**config.mk**
```make
export PLATFORM = sky130hd
export DESIGN_NAME = laser_cover_search
export DESIGN_NICKNAME = d
export VERILOG_FILES = /design/src/rtl/laser_cover_search.sv
export SDC_FILE = /design/constraint.sdc
export NUM_CORES = 2
export LEC_CHECK = 0
export CAP_MARGIN = 10
export CELL_PAD_IN_SITES_DETAIL_PLACEMENT = 2
export CELL_PAD_IN_SITES_GLOBAL_PLACEMENT = 2
export CORE_MARGIN = 3
export CORE_UTILIZATION = 40
export CTS_CLUSTER_SIZE = 14
export DETAILED_ROUTE_END_ITERATION = 16
export GPL_ROUTABILITY_DRIVEN = 0
export PLACE_DENSITY_LB_ADDON = 0.12
export SLEW_MARGIN = 20
export SYNTH_ARGS = -nofsm -noshare
export SYNTH_HDL_FRONTEND = slang
export SYNTH_SLANG_ARGS = --single-unit
export TNS_END_PERCENT = 10
```
**constraint.sdc**
```tcl
create_clock -name CLK -period 41.6 [get_ports CLK]
set_clock_uncertainty 0.05 [all_clocks]
set_input_delay 8.32 -clock CLK [delete_from_list [all_inputs] [get_ports CLK]]
set_output_delay 8.32 -clock CLK [all_outputs]
set_load 0.05 [all_outputs]
```
**src/rtl/laser_cover_search.sv**
```systemverilog
// Two-disc coverage search: loads a frame of points, then greedily places
// two radius-R discs and refines them alternately to maximise covered points.
module laser_cover_search #(
    parameter int COORD_W = 4,
    parameter int N_PTS   = 40,
    parameter int R       = 4,
    parameter int ITER    = 2
) (
    input  logic                           CLK,
    input  logic                           RST,
    input  logic                           IN_VALID,
    output logic                           IN_READY,
    input  logic [COORD_W-1:0]             X,
    input  logic [COORD_W-1:0]             Y,
    output logic [COORD_W-1:0]             C1X,
    output logic [COORD_W-1:0]             C1Y,
    output logic [COORD_W-1:0]             C2X,
    output logic [COORD_W-1:0]             C2Y,
    output logic [$clog2(N_PTS+1)-1:0]     COVER,
    output logic                           DONE
);

    localparam int CW = $clog2(N_PTS + 1);
    localparam int IW = (N_PTS > 1) ? $clog2(N_PTS) : 1;
    localparam int SW = 2 * COORD_W + 1;
    localparam int KW = $clog2(ITER + 2);
    localparam logic [SW-1:0] RR = SW'(R * R);
    localparam logic [IW-1:0] IDX_LAST = IW'(N_PTS - 1);

    localparam logic [2:0] S_IDLE  = 3'd0;
    localparam logic [2:0] S_LOAD  = 3'd1;
    localparam logic [2:0] S_SCAN1 = 3'd2;
    localparam logic [2:0] S_SCAN2 = 3'd3;
    localparam logic [2:0] S_REF1  = 3'd4;
    localparam logic [2:0] S_REF2  = 3'd5;
    localparam logic [2:0] S_OUT   = 3'd6;

    logic [2:0]           r_state;
    logic [IW-1:0]        r_idx;
    logic [2*COORD_W-1:0] r_ctr;
    logic [COORD_W-1:0]   r_px [N_PTS];
    logic [COORD_W-1:0]   r_py [N_PTS];
    logic [N_PTS-1:0]     r_mask;
    logic [CW-1:0]        r_gain;
    logic [COORD_W-1:0]   r_bx;
    logic [COORD_W-1:0]   r_by;
    logic [N_PTS-1:0]     r_bmask;
    logic [CW-1:0]        r_bgain;
    logic [COORD_W-1:0]   r_c1x;
    logic [COORD_W-1:0]   r_c1y;
    logic [N_PTS-1:0]     r_c1m;
    logic [COORD_W-1:0]   r_c2x;
    logic [COORD_W-1:0]   r_c2y;
    logic [N_PTS-1:0]     r_c2m;
    logic [KW-1:0]        r_k;
    logic                 r_grew;
    logic [COORD_W-1:0]   r_o_c1x;
    logic [COORD_W-1:0]   r_o_c1y;
    logic [COORD_W-1:0]   r_o_c2x;
    logic [COORD_W-1:0]   r_o_c2y;
    logic [CW-1:0]        r_o_cover;
    logic                 r_done;

    logic [COORD_W-1:0]   w_cx;
    logic [COORD_W-1:0]   w_cy;
    logic [COORD_W-1:0]   w_px;
    logic [COORD_W-1:0]   w_py;
    logic [COORD_W-1:0]   w_dx;
    logic [COORD_W-1:0]   w_dy;
    logic [SW-1:0]        w_d2;
    logic                 w_in;
    logic [N_PTS-1:0]     w_other;
    logic [N_PTS-1:0]     w_bit;
    logic                 w_hit;
    logic                 w_first_pt;
    logic                 w_last_pt;
    logic                 w_phase_end;
    logic                 w_scan;
    logic                 w_ref;
    logic [N_PTS-1:0]     w_mask_n;
    logic [CW-1:0]        w_gain_n;
    logic                 w_take;
    logic [COORD_W-1:0]   w_fin_x;
    logic [COORD_W-1:0]   w_fin_y;
    logic [N_PTS-1:0]     w_fin_m;
    logic                 w_grew_n;
    logic [KW-1:0]        w_k_n;

    function automatic logic [CW-1:0] f_pop(input logic [N_PTS-1:0] m);
        logic [CW-1:0] c;
        c = '0;
        for (int i = 0; i < N_PTS; i++) begin
            c = c + CW'(m[i]);
        end
        return c;
    endfunction

    assign IN_READY = (r_state == S_IDLE) || (r_state == S_LOAD);
    assign C1X      = r_o_c1x;
    assign C1Y      = r_o_c1y;
    assign C2X      = r_o_c2x;
    assign C2Y      = r_o_c2y;
    assign COVER    = r_o_cover;
    assign DONE     = r_done;

    // Distance test of the current point against the current candidate centre
    assign w_cx   = r_ctr[COORD_W-1:0];
    assign w_cy   = r_ctr[2*COORD_W-1:COORD_W];
    assign w_px   = r_px[r_idx];
    assign w_py   = r_py[r_idx];
    assign w_dx   = (w_cx >= w_px) ? (w_cx - w_px) : (w_px - w_cx);
    assign w_dy   = (w_cy >= w_py) ? (w_cy - w_py) : (w_py - w_cy);
    assign w_d2   = SW'(w_dx) * SW'(w_dx) + SW'(w_dy) * SW'(w_dy);
    assign w_in   = (w_d2 <= RR);
    assign w_bit  = N_PTS'(1) << r_idx;

    // Points already owned by the other (fixed) disc earn no gain
    always_comb begin
        w_other = '0;
        case (r_state)
            S_SCAN2, S_REF2: w_other = r_c1m;
            S_REF1:          w_other = r_c2m;
            default:         w_other = '0;
        endcase
    end

    assign w_hit       = w_in & ~w_other[r_idx];
    assign w_first_pt  = (r_idx == '0);
    assign w_last_pt   = (r_idx == IDX_LAST);
    assign w_phase_end = w_last_pt && (&r_ctr);
    assign w_scan      = (r_state == S_SCAN1) || (r_state == S_SCAN2);
    assign w_ref       = (r_state == S_REF1) || (r_state == S_REF2);
    assign w_mask_n    = (w_first_pt ? '0 : r_mask) | (w_in ? w_bit : '0);
    assign w_gain_n    = (w_first_pt ? '0 : r_gain) + CW'(w_hit);
    // Greedy phases always take the first centre; later ones need strict gain
    assign w_take      = w_last_pt &&
                         ((w_gain_n > r_bgain) || (w_scan && (r_ctr == '0)));
    assign w_fin_x     = w_take ? w_cx : r_bx;
    assign w_fin_y     = w_take ? w_cy : r_by;
    assign w_fin_m     = w_take ? w_mask_n : r_bmask;
    assign w_grew_n    = r_grew | (w_ref & w_take);
    assign w_k_n       = r_k + 1'b1;

    // Point store, written in arrival order while loading
    always_ff @(posedge CLK or posedge RST) begin
        if (RST) begin
            for (int i = 0; i < N_PTS; i++) begin
                r_px[i] <= '0;
                r_py[i] <= '0;
            end
        end else if (IN_READY && IN_VALID) begin
            r_px[r_idx] <= X;
            r_py[r_idx] <= Y;
        end
    end

    // Sequencer: load, raster scans with best tracking, refinement, report
    always_ff @(posedge CLK or posedge RST) begin
        if (RST) begin
            r_state   <= S_IDLE;
            r_idx     <= '0;
            r_ctr     <= '0;
            r_mask    <= '0;
            r_gain    <= '0;
            r_bx      <= '0;
            r_by      <= '0;
            r_bmask   <= '0;
            r_bgain   <= '0;
            r_c1x     <= '0;
            r_c1y     <= '0;
            r_c1m     <= '0;
            r_c2x     <= '0;
            r_c2y     <= '0;
            r_c2m     <= '0;
            r_k       <= '0;
            r_grew    <= 1'b0;
            r_o_c1x   <= '0;
            r_o_c1y   <= '0;
            r_o_c2x   <= '0;
            r_o_c2y   <= '0;
            r_o_cover <= '0;
            r_done    <= 1'b0;
        end else begin
            r_done <= 1'b0;
            case (r_state)
                S_IDLE, S_LOAD: begin
                    if (IN_VALID) begin
                        if (r_idx == IDX_LAST) begin
                            r_state <= S_SCAN1;
                            r_idx   <= '0;
                            r_ctr   <= '0;
                            r_bx    <= '0;
                            r_by    <= '0;
                            r_bmask <= '0;
                            r_bgain <= '0;
                        end else begin
                            r_state <= S_LOAD;
                            r_idx   <= r_idx + 1'b1;
                        end
                    end
                end
                S_SCAN1, S_SCAN2, S_REF1, S_REF2: begin
                    r_mask <= w_mask_n;
                    r_gain <= w_gain_n;
                    if (w_last_pt) begin
                        r_idx <= '0;
                        r_ctr <= r_ctr + 1'b1;
                        if (w_take) begin
                            r_bx    <= w_cx;
                            r_by    <= w_cy;
                            r_bmask <= w_mask_n;
                            r_bgain <= w_gain_n;
                        end
                        r_grew <= w_grew_n;
                    end else begin
                        r_idx <= r_idx + 1'b1;
                    end
                    if (w_phase_end) begin
                        case (r_state)
                            S_SCAN1: begin
                                r_c1x   <= w_fin_x;
                                r_c1y   <= w_fin_y;
                                r_c1m   <= w_fin_m;
                                r_bx    <= '0;
                                r_by    <= '0;
                                r_bmask <= '0;
                                r_bgain <= '0;
                                r_state <= S_SCAN2;
                            end
                            S_SCAN2: begin
                                r_c2x <= w_fin_x;
                                r_c2y <= w_fin_y;
                                r_c2m <= w_fin_m;
                                if (ITER == 0) begin
                                    r_state <= S_OUT;
                                end else begin
                                    r_bx    <= r_c1x;
                                    r_by    <= r_c1y;
                                    r_bmask <= r_c1m;
                                    r_bgain <= f_pop(r_c1m & ~w_fin_m);
                                    r_k     <= '0;
                                    r_grew  <= 1'b0;
                                    r_state <= S_REF1;
                                end
                            end
                            S_REF1: begin
                                r_c1x   <= w_fin_x;
                                r_c1y   <= w_fin_y;
                                r_c1m   <= w_fin_m;
                                r_bx    <= r_c2x;
                                r_by    <= r_c2y;
                                r_bmask <= r_c2m;
                                r_bgain <= f_pop(r_c2m & ~w_fin_m);
                                r_state <= S_REF2;
                            end
                            S_REF2: begin
                                r_c2x <= w_fin_x;
                                r_c2y <= w_fin_y;
                                r_c2m <= w_fin_m;
                                r_k   <= w_k_n;
                                if (!w_grew_n || (w_k_n == KW'(ITER))) begin
                                    r_state <= S_OUT;
                                end else begin
                                    r_bx    <= r_c1x;
                                    r_by    <= r_c1y;
                                    r_bmask <= r_c1m;
                                    r_bgain <= f_pop(r_c1m & ~w_fin_m);
                                    r_grew  <= 1'b0;
                                    r_state <= S_REF1;
                                end
                            end
                            default: ;
                        endcase
                    end
                end
                S_OUT: begin
                    r_o_c1x   <= r_c1x;
                    r_o_c1y   <= r_c1y;
                    r_o_c2x   <= r_c2x;
                    r_o_c2y   <= r_c2y;
                    r_o_cover <= f_pop(r_c1m | r_c2m);
                    r_done    <= 1'b1;
                    r_idx     <= '0;
                    r_state   <= S_IDLE;
                end
                default: r_state <= S_IDLE;
            endcase
        end
    end

endmodule

```
After elaboration in Yosys (flattened, before gate mapping)
Index checks and enable logic that the tools add are counted.
Storage, ports and cells
  output and inout port bits: 24
  logic and storage cells: 358
  flip-flop bits (word level): 559
  input bits: 11
Cells by class
  shift-type cells: 1
  $add $sub $neg: 126
  bitwise gates (word level): 10
  reductions and logical operators: 29
  equality and inequality tests: 13
  $mul: 2
  magnitude comparators: 7
  multiplexer cells: 67
Operator list (count)
  $add A6 B1 Y6: 103
  $bwmux W160: 2
  $mux W40: 8
  $pmux W40 S2: 2
  $pmux W40 S4: 1
  $and A40 B40 Y40: 2
  $or A40 B40 Y40: 2
  $mux W4: 17
  $mux W6: 9
  $bmux W4 S6: 2
  $not A40 Y40: 1
  $shl A1 B6 Y40 const A: 1
  $pmux W4 S4: 2
  $demux W4 S6: 1
  $mux W8: 3
  $pmux W6 S4: 1
  $add A5 B1 Y6: 3
  $pmux W6 S3: 1
  $mul A4 B4 Y8: 2
  $pmux W4 S2: 2
  $pmux W8 S2: 1
  $sub A4 B4 Y4: 4
  $add A4 B1 Y5: 3
  $reduce_and A3 Y1: 5
  other kinds (46): 77

Logic depth before layout (Yosys ltp)
  depth in word-level cells: 60
  gate-level depth with buffers: 70
  gate-level depth less buffers: 64

Worst setup path after synthesis
No wires, ideal clock.
  kind: register -> register
  start point: register r_idx[0]
  end point: register r_bgain[2]
  setup time: 0.126 ns
  data arrival time: 14.838 ns
  setup slack: 26.586 ns
  stages on the path, launching flop included: 55
  clock period less this slack: 15.014 ns
  buffers on the path: 6
  required time: 41.424 ns
  cells stage by stage: dfrtp_1 -> buf_2 -> buf_2 -> buf_2 -> mux2_2 -> a221oi_1 -> a21oi_1 -> or4_1 -> ha_1 -> a21o_1 -> a21o_1 -> a21oi_1 -> mux2i_1 -> xnor2_1 -> or2_2 -> fa_1 -> fa_1 -> fa_1 -> (+19 left out) -> buf_2 -> buf_6 -> buf_4 -> o21ai_0 -> nand2_1 -> fa_1 -> fa_1 -> fa_1 -> fa_1 -> fa_1 -> fa_1 -> fa_1 -> inv_1 -> ha_1 -> fa_1 -> xor2_1 -> a22o_1 -> a221o_1
On the way
  cells in the longest elaborated chain, start to end: 60
  elaborated cells between the ends (all ways): 129
  those cells by class: add/sub (84); mul (2); order compare (4); eq/ne (2); shift (1); mux (20); bitwise (9); reduce/logical (7)
Ends and longest elaborated chain
  start, declared: RTL line 39  | logic [IW-1:0] r_idx;
  start signal, assigned: RTL line 198  | r_idx <= r_idx + 1'b1;
  start signal, assigned: RTL line 216  | r_idx <= r_idx + 1'b1;
  $not A6 Y7 (not written as such): RTL line 109, 110
  $bmux W4 S6, on equally long branches: RTL line 109, 110
  $mux W4, on equally long branches (2 in a row): RTL line 109, 110
  $sub A4 B4 Y4, or another cell as far along: RTL line 111  | assign w_dx = (w_cx >= w_px) ? (w_cx - w_px) : (w_px - w_cx);
  $mux W4, on equally long branches: RTL line 111, 112
  $mul A4 B4 Y8: RTL line 113  | assign w_d2 = SW'(w_dx) * SW'(w_dx) + SW'(w_dy) * SW'(w_dy);
  $add A8 B8 Y9: RTL line 113
  $le A9 B5 Y1: RTL line 114  | assign w_in = (w_d2 <= RR);
  (+2 left out)
  via w_gain_n[4]: RTL line 81  | logic [CW-1:0] w_gain_n;
  (+8 left out)
  $add A3 B1 Y4: RTL line 93  | c = c + CW'(m[i]);
  $add A4 B1 Y5: RTL line 93
  $add A5 B1 Y6: RTL line 93
  $add A6 B1 Y6 (34 in a row): RTL line 93
  $mux W6: RTL line 261  | if (!w_grew_n || (w_k_n == KW'(ITER))) begin
  $pmux W6 S4: RTL line 219  | case (r_state)
  $mux W6 (*): RTL line 218  | if (w_phase_end) begin
  $pmux W6 S2 (*): RTL line 185  | case (r_state)
  end signal, assigned: RTL line 212  | r_bgain <= w_gain_n;
  end signal, assigned: RTL line 240  | r_bgain <= f_pop(r_c1m & ~w_fin_m);
  end signal, assigned: RTL line 267  | r_bgain <= f_pop(r_c1m & ~w_fin_m);
  end, declared: RTL line 48  | logic [CW-1:0] r_bgain;
The timed path passes the listed nets; every way through them passes the cells marked *. The select of a mux whose other input is x is not followed.
A chain may end at the register's enable or synchronous reset.

Worst setup path in the final report
  start point: register r_idx[0]
  end point: register r_bgain[4]
On the way
  cells in the longest elaborated chain, start to end: 60
  elaborated cells between the ends (all ways): 129
  those cells by class: add/sub (84); mul (2); order compare (4); eq/ne (2); shift (1); mux (20); bitwise (9); reduce/logical (7)
Ends and longest elaborated chain (RTL line)
  $not A6 Y7 (not written as such): 109, 110
  $bmux W4 S6, on equally long branches: 109, 110
  $mux W4, on equally long branches (2 in a row): 109, 110
  $sub A4 B4 Y4, or another cell as far along: 111
  $mux W4, on equally long branches: 111, 112
  $mul A4 B4 Y8: 113
  $add A8 B8 Y9: 113
  $le A9 B5 Y1: 114
  (+2 left out)
  via w_gain_n[4]: 81
  (+8 left out)
  $add A3 B1 Y4: 93
  $add A4 B1 Y5: 93
  $add A5 B1 Y6: 93
  $add A6 B1 Y6 (34 in a row): 93
  $mux W6: 261
  $pmux W6 S4: 219
  $mux W6 (*): 218
  $pmux W6 S2 (*): 185
Marks and branches as above.

==> run summary <==
Final Setup Violations - 0
Status - finished, final reports clean
WL final - 113000 um
Synthesized area - 31100 um2
Final hold vios - 0
Reg2Reg Depth - 62
First-pass GRT wire length - 173000 um
Clock Latency Late Sink - 0.62 ns
Max_cap viols - 0
Largest net degree at the start of global routing - 176
Crit Path Class - flip-flop to flip-flop
Post-DP HPWL - 76900 um
Largest cells by area after synthesis - dfrtp_1 (45%), mux2_2 (13%), fa_1 (6.9%)
Avg Cell Area, Syn - 11.1 um2
Htree depth - 3
Register area share after synthesis - 0.449
Initial antenna violation count - 1
Synth Register Bits - 559
Drt first pass iters - 5
Max-slew violations - 0
GRT overflow - 0
All-Layer GR Usage - 0.279
Cell accounting for the most synthesized area - dfrtp_1
Setup Buffers After CTS - 0
# DRC - 0
Slowest CP cell - nor2_1
Fmax - 0.0553 GHz
CTS tree - built
Num rows - 101
Clock-pin slew on the worst setup and hold paths - 0.06 ns
Fin util - 0.453
Layout cells sized above 1 - 0.215
DR vias/cell - 5.99
Critical path arrival - 18.50 ns
Hold Buf Count CTS - 0
Synth cell types - 73
Core area - 76500 um2
Most frequent CP cell - fa_1
Port Buffer Count - 34
Clock Sinks - 559
CTS Buf Count - 68
Main synth FF type - dfrtp_1
Leakage - 15.9 nW
Drt first-iter violations - 1370
Clock Path Buffers - 3
Leading cell types in the layout, fill and taps excluded - dfrtp_1 (556), mux2_2 (349), nor2_1 (237)
CP required - 42.04 ns
Final WS setup - 23.53 ns
Hold Crit Class - flip-flop to flip-flop
Die Wd - 285 um
Area growth, synth to finish - 11.2%
Yosys warns - 0
Die H - 285 um
Vias post-DR - 23100
CTS resizes - 0
Worst slew pin tran - 1.15 ns
Fin nets - 2976
Pwr Density - 33.3 nW/um2
Die ar. - 81200 um2
Most common cell after layout, fill and taps aside - dfrtp_1
DRT antenna net count - 0
Post-synth ARST share - 1.00
Min cycle time layout - 18.07 ns
Vias in the first global route - 26200
Max-slew headroom - 0.232
CP Launch Type - flip-flop
VDD IR-drop max - 0.0280 mV
EDFF count, synth - 0
Unrepaired setup endpoints after global routing - no
Clock root cell - clkbuf_16
Proportion of netlist area held by the largest area contributor - 0.449
Pre-CTS setup slack - 23.56 ns
Wire per inst - 29.3 um
Crit share post-route - 0.434
Critical Path Sink Type - flip-flop
Hold Crit Depth - 2
Worst-path fanout max - 48
Syn nets - 3007
Critical Path Max Stage Delay - 0.78 ns
Post-Synthesis Cells - 2803
Number of top-level pins - 35
Initial Utilization - 0.407
TNS Setup - 0 ns
-- per-layer routing --
| metal | vias up | global-route usage | wire length [um] |
|---|---|---|---|
| met2 | 541 | 0.497 | 57900 |
| met5 | - | 0 | 0 |
| met1 | 12400 | 0.345 | 45800 |
| met3 | 220 | 0.0356 | 4270 |
| li1 | 9908 | - | - |
| met4 | 0 | 0.109 | 4770 |
-- cells in the mapped netlist (6+ instances only) --
| cell type | number |
|---|---|
| clkbuf_1 | 104 |
| nand3_1 | 35 |
| a22oi_1 | 90 |
| mux4_2 | 31 |
| dfrtp_1 | 559 |
| and2_1 | 36 |
| a22o_1 | 25 |
| nand2_1 | 191 |
| nor2b_1 | 17 |
| inv_1 | 140 |
| buf_2 | 56 |
| o211ai_1 | 13 |
| ha_1 | 85 |
| a21oi_1 | 205 |
| xor2_1 | 11 |
| a221oi_1 | 32 |
| o22ai_1 | 14 |
| xnor2_1 | 11 |
| a31oi_1 | 46 |
| o21a_1 | 8 |
| nor2_2 | 20 |
| buf_1 | 13 |
| a21o_1 | 20 |
| and3_1 | 7 |
| a32o_1 | 29 |
| nor2_1 | 238 |
| a21boi_0 | 32 |
| a221o_1 | 30 |
| nor3_1 | 17 |
| or2_2 | 20 |
| a211oi_1 | 14 |
| a211o_1 | 13 |
| o21ai_0 | 49 |
| fa_1 | 108 |
| mux2_2 | 349 |
| mux2i_1 | 50 |
| or3_1 | 6 |
| buf_4 | 11 |
-- critical path, delay by kind of cell, from the launching register on --
family	cells	cell delay (ns)
AO/OA/AOI/OAI	16	3.82
XOR/XNOR	3	0.39
adder cells (fa/ha/maj)	20	8.19
buffers and inverters	11	1.41
flip-flops	1	0.51
multiplexers	1	0.26
AND/OR/NAND/NOR	11	3.26
-- layout make-up --
type,instances,area (um2)
tap,1030,1290
fill,7719,41800
antenna,1,2.50
multi-input combinational,1916,15900
timing repair buffer,84,732
clock inverter,19,193
clock buffer,99,1990
inverter,143,544
sequential,559,14000
-- cells by family (layout without fill, tap and decap cells) --
family | count (synthesis) | in the layout | share of synthesized area
muxes | 430 | 430 | 0.165
buffers and inverters | 328 | 345 | 0.0434
adders and majority gates | 193 | 193 | 0.104
AOI/OAI and AO/OA | 652 | 652 | 0.143
xor gates and xnor gates | 22 | 22 | 0.00619
and+or+nand+nor | 619 | 619 | 0.0898
DFF | 559 | 559 | 0.449
other | 0 | 1 | 0
-- power by group --
part / leakage [nW] / total, mW / internal, mW / switching (mW)
clock: 1.08 / 0.591 / 0.345 / 0.247
combinational: 7.18 / 0.0191 / 0.00204 / 0.0170
sequential: 7.63 / 0.544 / 0.544 / 0
total: 15.9 / 1.15 / 0.890 / 0.264
-- metrics by stage --
stage / power [mW] / instances / instance area (um2) / hold WS [ns]
floorplan: 0.565 / 2803 / 31100 / 0.398
finish: 1.15 / 3851 / 34600 / 0.428
global placement: 0.573 / 3732 / 32400 / 0.406
CTS: 1.17 / 3850 / 34600 / 0.430
detailed placement: 0.574 / 3732 / 32400 / 0.416
global route: 1.19 / 3850 / 34600 / 0.462
-- flip-flops by register name, summed over array words and instances, names as in the netlist, 6 cells and up --
name,flops
COVER,6
r_bgain,6
r_bmask,40
r_c1m,40
r_c2m,40
r_ctr,8
r_gain,6
r_idx,6
r_mask,40
r_px,160
r_py,160
-- final timing paths --
kind	startpoint	endpoint	slack (ns)
worst max-delay path	r_idx[0]	r_bgain[4]	23.53
worst min-delay path	C2Y[2]	C2Y[2]	0.43
worst max register to register	r_idx[0]	r_bgain[4]	23.53
worst min register to register	C2Y[2]	C2Y[2]	0.43
max in group asynchronous	RST	r_bmask[20]	30.28
min in group asynchronous	RST	r_py[20]	8.17
Power figures use the tool's default switching activity.
